`src/rtl/mem_rmw_adapter.sv`:
```
// rtl/mem_rmw_adapter.sv - byte/halfword/word load-store adapter onto a word-wide memory, read-modify-write for sub-word stores
// Optional feature macro: RMW_ALIGN_CHECK_EN (reject misaligned halfword/word requests)
module mem_rmw_adapter #(
    parameter int MAX_WAIT = 16
) (
    input  logic        clk,
    input  logic        rst_n,
    input  logic        rd_en_i,
    input  logic        wr_en_i,
    input  logic [1:0]  size_i,
    input  logic        unsigned_i,
    input  logic [31:0] addr_i,
    input  logic [31:0] data_i,
    output logic [31:0] data_o,
    output logic        ack_o,
    output logic        err_o,
    output logic        busy_o,
    output logic        mem_rd_en_o,
    output logic        mem_wr_en_o,
    output logic [31:0] mem_addr_o,
    output logic [31:0] mem_data_o,
    input  logic [31:0] mem_data_i,
    input  logic        mem_ack_i
);

    typedef enum logic [2:0] {IDLE, READ, WRITE, DONE, ERR} state_t;

    // Counter only ever reaches MAX_WAIT-1 before the timeout fires
    localparam int WW = (MAX_WAIT > 1) ? $clog2(MAX_WAIT) : 1;

    state_t        state_q;
    state_t        state_d;
    logic [WW-1:0] wait_q;
    logic [31:0]   addr_q;
    logic [1:0]    size_q;
    logic          uns_q;
    logic          is_wr_q;
    logic [15:0]   st_q;
    logic [31:0]   wdata_q;
    logic [31:0]   rdata_q;

    logic          req;
    logic          misaligned;
    logic          bad_req;
    logic          timeout;
    logic          rd_ack;
    logic [7:0]    lane8;
    logic [15:0]   lane16;
    logic [31:0]   load_ext;
    logic [31:0]   merged;

    assign req = rd_en_i | wr_en_i;

`ifdef RMW_ALIGN_CHECK_EN
    assign misaligned = ((size_i == 2'b01) && addr_i[0]) ||
                        ((size_i == 2'b10) && (addr_i[1:0] != 2'b00));
`else
    assign misaligned = 1'b0;
`endif

    assign bad_req = (rd_en_i & wr_en_i) | (size_i == 2'b11) | misaligned;
    assign timeout = (wait_q == WW'(MAX_WAIT - 1));
    assign rd_ack  = (state_q == READ) && mem_ack_i;

    // State register
    always_ff @(posedge clk or negedge rst_n) begin
        if (!rst_n) begin
            state_q <= IDLE;
        end else begin
            state_q <= state_d;
        end
    end

    // Next-state: sub-word stores take the READ leg first, then WRITE
    always_comb begin
        state_d = state_q;
        case (state_q)
            IDLE: begin
                if (req) begin
                    if (bad_req) begin
                        state_d = ERR;
                    end else if (rd_en_i || (size_i != 2'b10)) begin
                        state_d = READ;
                    end else begin
                        state_d = WRITE;
                    end
                end
            end
            READ: begin
                if (mem_ack_i) begin
                    state_d = is_wr_q ? WRITE : DONE;
                end else if (timeout) begin
                    state_d = ERR;
                end
            end
            WRITE: begin
                if (mem_ack_i) begin
                    state_d = DONE;
                end else if (timeout) begin
                    state_d = ERR;
                end
            end
            DONE:    state_d = IDLE;
            ERR:     state_d = IDLE;
            default: state_d = IDLE;
        endcase
    end

    // Outputs decoded purely from state
    always_comb begin
        busy_o      = (state_q != IDLE);
        mem_rd_en_o = (state_q == READ);
        mem_wr_en_o = (state_q == WRITE);
        ack_o       = (state_q == DONE) || (state_q == ERR);
        err_o       = (state_q == ERR);
    end

    // Wait counter restarts on every state change, counts while stalled in READ/WRITE
    always_ff @(posedge clk or negedge rst_n) begin
        if (!rst_n) begin
            wait_q <= '0;
        end else if (state_d != state_q) begin
            wait_q <= '0;
        end else if ((state_q == READ) || (state_q == WRITE)) begin
            wait_q <= wait_q + WW'(1);
        end
    end

    // Request capture at acceptance
    always_ff @(posedge clk or negedge rst_n) begin
        if (!rst_n) begin
            addr_q  <= '0;
            size_q  <= '0;
            uns_q   <= 1'b0;
            is_wr_q <= 1'b0;
            st_q    <= '0;
        end else if ((state_q == IDLE) && req) begin
            addr_q  <= addr_i;
            size_q  <= size_i;
            uns_q   <= unsigned_i;
            is_wr_q <= wr_en_i;
            st_q    <= data_i[15:0];
        end
    end

    // Lane select and extension of the returned memory word
    always_comb begin
        lane8  = mem_data_i[{addr_q[1:0], 3'b000} +: 8];
        lane16 = mem_data_i[{addr_q[1], 4'b0000} +: 16];
        case (size_q)
            2'b00:   load_ext = {{24{~uns_q & lane8[7]}}, lane8};
            2'b01:   load_ext = {{16{~uns_q & lane16[15]}}, lane16};
            default: load_ext = mem_data_i;
        endcase
    end

    // Merge store data into the addressed lane of the word just read
    always_comb begin
        merged = mem_data_i;
        if (size_q == 2'b00) begin
            merged[{addr_q[1:0], 3'b000} +: 8] = st_q[7:0];
        end else if (size_q == 2'b01) begin
            merged[{addr_q[1], 4'b0000} +: 16] = st_q;
        end
    end

    // Outgoing write word: raw store data for word writes, merged word for RMW
    always_ff @(posedge clk or negedge rst_n) begin
        if (!rst_n) begin
            wdata_q <= '0;
        end else if ((state_q == IDLE) && req) begin
            wdata_q <= data_i;
        end else if (rd_ack && is_wr_q) begin
            wdata_q <= merged;
        end
    end

    // Load result held until the next completed read
    always_ff @(posedge clk or negedge rst_n) begin
        if (!rst_n) begin
            rdata_q <= '0;
        end else if (rd_ack && !is_wr_q) begin
            rdata_q <= load_ext;
        end
    end

    assign data_o     = rdata_q;
    assign mem_addr_o = {addr_q[31:2], 2'b00};
    assign mem_data_o = wdata_q;

endmodule

```
`config.mk`:
```
export PLATFORM = sky130hd
export DESIGN_NAME = mem_rmw_adapter
export DESIGN_NICKNAME = d
export VERILOG_FILES = /design/src/rtl/mem_rmw_adapter.sv
export SDC_FILE = /design/constraint.sdc
export NUM_CORES = 1
export LEC_CHECK = 0
export ABC_AREA = 1
export BUFFER_PORTS_ARGS = -buffer_cell sky130_fd_sc_hd__clkbuf_2
export CAP_MARGIN = 10
export CORE_ASPECT_RATIO = 1.25
export CORE_UTILIZATION = 44
export CTS_BUF_LIST = sky130_fd_sc_hd__clkbuf_8
export DETAILED_ROUTE_END_ITERATION = 12
export PLACE_DENSITY = 0.72
export SYNTH_ARGS = -nofsm -noshare
export SYNTH_HDL_FRONTEND = slang
export SYNTH_SLANG_ARGS = --single-unit
```
`constraint.sdc`:
```
create_clock -name clk -period 1.5 [get_ports clk]
set_input_delay 0.3 -clock clk [delete_from_list [all_inputs] [get_ports clk]]
set_output_delay 0.3 -clock clk [all_outputs]
set_load 0.02 [all_outputs]
```
==> metrics.md <==
| Metric | Value |
|---|---|
| Cts bufs inserted | 17 |
| I/O pin total | 205 |
| Setup Crit Path Kind | flop to output port |
| Max incr delay on CP | 0.46 ns |
| R2r endpoint | data_o[4] |
| R2R depth | 9 |
| Vias after detailed routing | 7870 |
| Failing checks | setup timing |
| Post-DP Area | 0.00862 mm^2 |
| DR vias/cell | 5.35 |
| Status | complete, but fails checks |
| Final setup viols | 119 |
| Root Buffer | clkbuf_8 |
| Core Region | 0.0157 mm^2 |
| Leak pwr | 5.55 nW |
| Die height | 144 um |
| Final wirelength | 25300 um |
| Largest net degree at the start of global routing | 51 |
| Pwr/cell area | 2480 mW/mm^2 |
| Yosys synthesis warning count | 0 |
| Worst hold slack | 0.0329 ns |
| Antenna diode count | 0 |
| Startpoint class of the critical path | flop |
| First-pass GRT wire length | 37300 um |
| Fin worst setup slack | -0.235 ns |
| WP buf/inv | 3 |
| Top-area cell type share of the netlist area | 43.2% |
| Post-route ant nets | 0 |
| Unique cell type count in the Yosys netlist | 36 |
| RSZ-0062 raised after global routing | true |
| Cell chain of the critical path | nor2_2 -> nand2_2 -> buf_6 -> inv_2 -> clkbuf_8 |
| Post-synth EDFFs | 0 |
| Crit path max fanout | 4 |
| MaxCap Viol Count | 0 |
| Register area share after synthesis | 43.2% |
| H-tree depth | 4 |
| Data required time at the worst endpoint | 1.20 ns |
| Clock Skew | 0.00966 ns |
| Cell row count | 51 |
| Synth top area cells | dfrtp_1 43%, nand2_1 18%, o21ai_0 6.7% |
| Slew Limit Fails | 0 |
| Final Hold Fails | 0 |
| Clock sink count | 123 |
| Fill cells | 1315 |
| # DRC | 0 |
| GRT Resource Usage Total | 29.5% |
| Initial Util | 45.4% |
| Share of cells above drive strength 1 | 41.5% |
| Die Wd | 116 um |
| Worst min path class | input port to flop |
| Sum Neg Setup Slack | -12.04 ns |
| Area growth, synth to finish | 49.0% |
| Average size of a mapped cell | 7.27 um^2 |
| Hold depth | 3 |
| Die Footprint | 0.0167 mm^2 |
| Reg2reg start | state_q[1] |
| Leading area contributor after synthesis | dfrtp_1 |
| Async SR Flop Fraction | 100% |
| Gr ovfl total | 0 |
| Maximum vdd drop | 1220 uV |
| Top delay family on crit path | flip-flops |
| IO Port Bufs | 202 |
| R2r setup slk | -0.18 ns |
| Data arrival, critical path | 1.44 ns |
| Reg clk slew, reported paths | 0.08 ns |
| Final HPWL DP | 16300 um |
| Clk Latency, worst-skew pair | 0.46 ns |
| Crit end category | output port |
| Slowest cell on crit path | dfrtp_2 |
| Final min period | 1.74 ns |
| GP Congestion | 0.919 |
| Final nets | 1356 |
| FF+latch count, synth | 123 |
| Final instance area | 0.0106 mm^2 |
| HP Start | addr_i[19] |
| First drt pass iteration count | 6 |
| CTS tree | yes |
| WL per Instance | 17.2 um |
| Number of global-route vias before repair | 7412 |
| Clk buf depth | 2 |
| Top FF cell, synth | dfrtp_1 |
| Syn Inst Count | 980 |
| Fmax | 0.576 GHz |
| Pre-CTS setup slack | -0.172 ns |
| Initial DRC count | 574 |
| Cell area after synthesis | 0.00713 mm^2 |
| Hold EP | addr_q[19] |
| Antenna violations before repair | 0 |
| Tcrit/Tclk final | 116% |
[layout by cell type, fill, tap and decap left out, types with 5 or more instances in the layout]
cell	n
nand2_1	268
clkbuf_2	196
dfrtp_1	120
inv_1	81
buf_4	68
o21ai_0	64
nand2_2	48
nor2_1	40
a21oi_1	38
nand3_1	34
nand2_4	26
buf_6	26
o211ai_1	25
o21ai_1	23
o21ai_2	22
clkbuf_8	22
buf_12	15
o22ai_1	12
nand3_2	10
nor2_2	8
a31oi_1	8
o2111ai_1	8
buf_16	8
clkbuf_16	8
buf_8	8
inv_2	7
o2111ai_2	7
a21oi_2	5
[state kept, by name, indices dropped and copies added (netlist names)]
register	flops
state_q	3
size_q	2
uns_q	1
wait_q	4
addr_q	32
data_o	32
is_wr_q	1
mem_data_o	32
st_q	16
[repair_timing]
action                                  CTS  global route
setup buffers                            16            19
endpoints found under the hold margin   123             0
gates cloned                             10            10
endpoints found under the setup margin  104           126
pin swaps                                18            23
hold buffers                              1             0
resized for setup                       115           161
[tightest hold or removal path: cells and delay by family]
family                 cells  cell delay [ns]
buffers and inverters      1             0.07
AND/OR/NAND/NOR            2             0.09
[logic make-up after synthesis]
| family | share of synthesized area [%] |
|---|---|
| xor+xnor | 0.369 |
| compound gates | 17.9 |
| simple gates | 24.9 |
| fa+ha+maj | 1.05 |
| other cells | 0.0526 |
| buf+inv | 12.5 |
| flops | 43.2 |
[cells in the mapped netlist, types with 5 or more instances]
cell type	count
nand2_1	337
dfrtp_1	123
o21ai_0	95
inv_1	87
nor2_1	47
nand3_1	44
a21oi_1	43
buf_4	42
o211ai_1	25
buf_2	21
clkbuf_1	18
o2111ai_1	16
o22ai_1	15
o21ai_1	14
a31oi_1	8
ha_1	6
nand2_2	5
[through the flow]
stage	instances	utilization (%)	power, mW
after CTS	1443	62.3	23.5
after detailed placement	1384	54.9	18.5
after global routing	1471	67.7	28.1
final	1471	67.7	26.4
after floorplan	981	-	14.5
after global placement	1384	54.9	18.3
[where the power goes]
part	switching, mW	internal, mW	leakage (nW)
Sequential	1.30	4.98	1.47
Clock	1.41	1.59	0.198
Combinational	9.67	7.42	3.87
Total	12.4	14.0	5.55
[layout make-up]
cell class	count	area, um^2	area share, %
inverter	93	374	3.52
timing repair buffer	333	2700	25.4
multi-input combinational	678	3810	35.9
clock inverter	12	123	1.15
tap	212	265	2.50
clock buffer	20	275	2.59
sequential	123	3080	29.0
[layer usage]
metal	routed length, um	GRT usage [%]	vias to the layer above
met5	0	0	-
met4	1310	18.4	0
met3	2150	7.50	106
met2	12300	46.6	422
met1	9590	35.8	3638
li1	-	-	3704
[worst max-delay path by stage]
stage                     slack, ns             end  startpoint  cells past startpoint
after floorplan              -0.005  mem_data_o[31]   addr_q[0]                     11
after global placement        -0.12  mem_data_o[15]   addr_q[0]                      6
after detailed placement      -0.17   mem_data_o[9]   addr_q[0]                      6
after CTS                     -0.25           ack_o  state_q[0]                      4
after global routing          -0.29     mem_rd_en_o  state_q[1]                      5
final                         -0.24     mem_rd_en_o  state_q[1]                      5
Note: power is estimated with default switching activity, not from simulation.
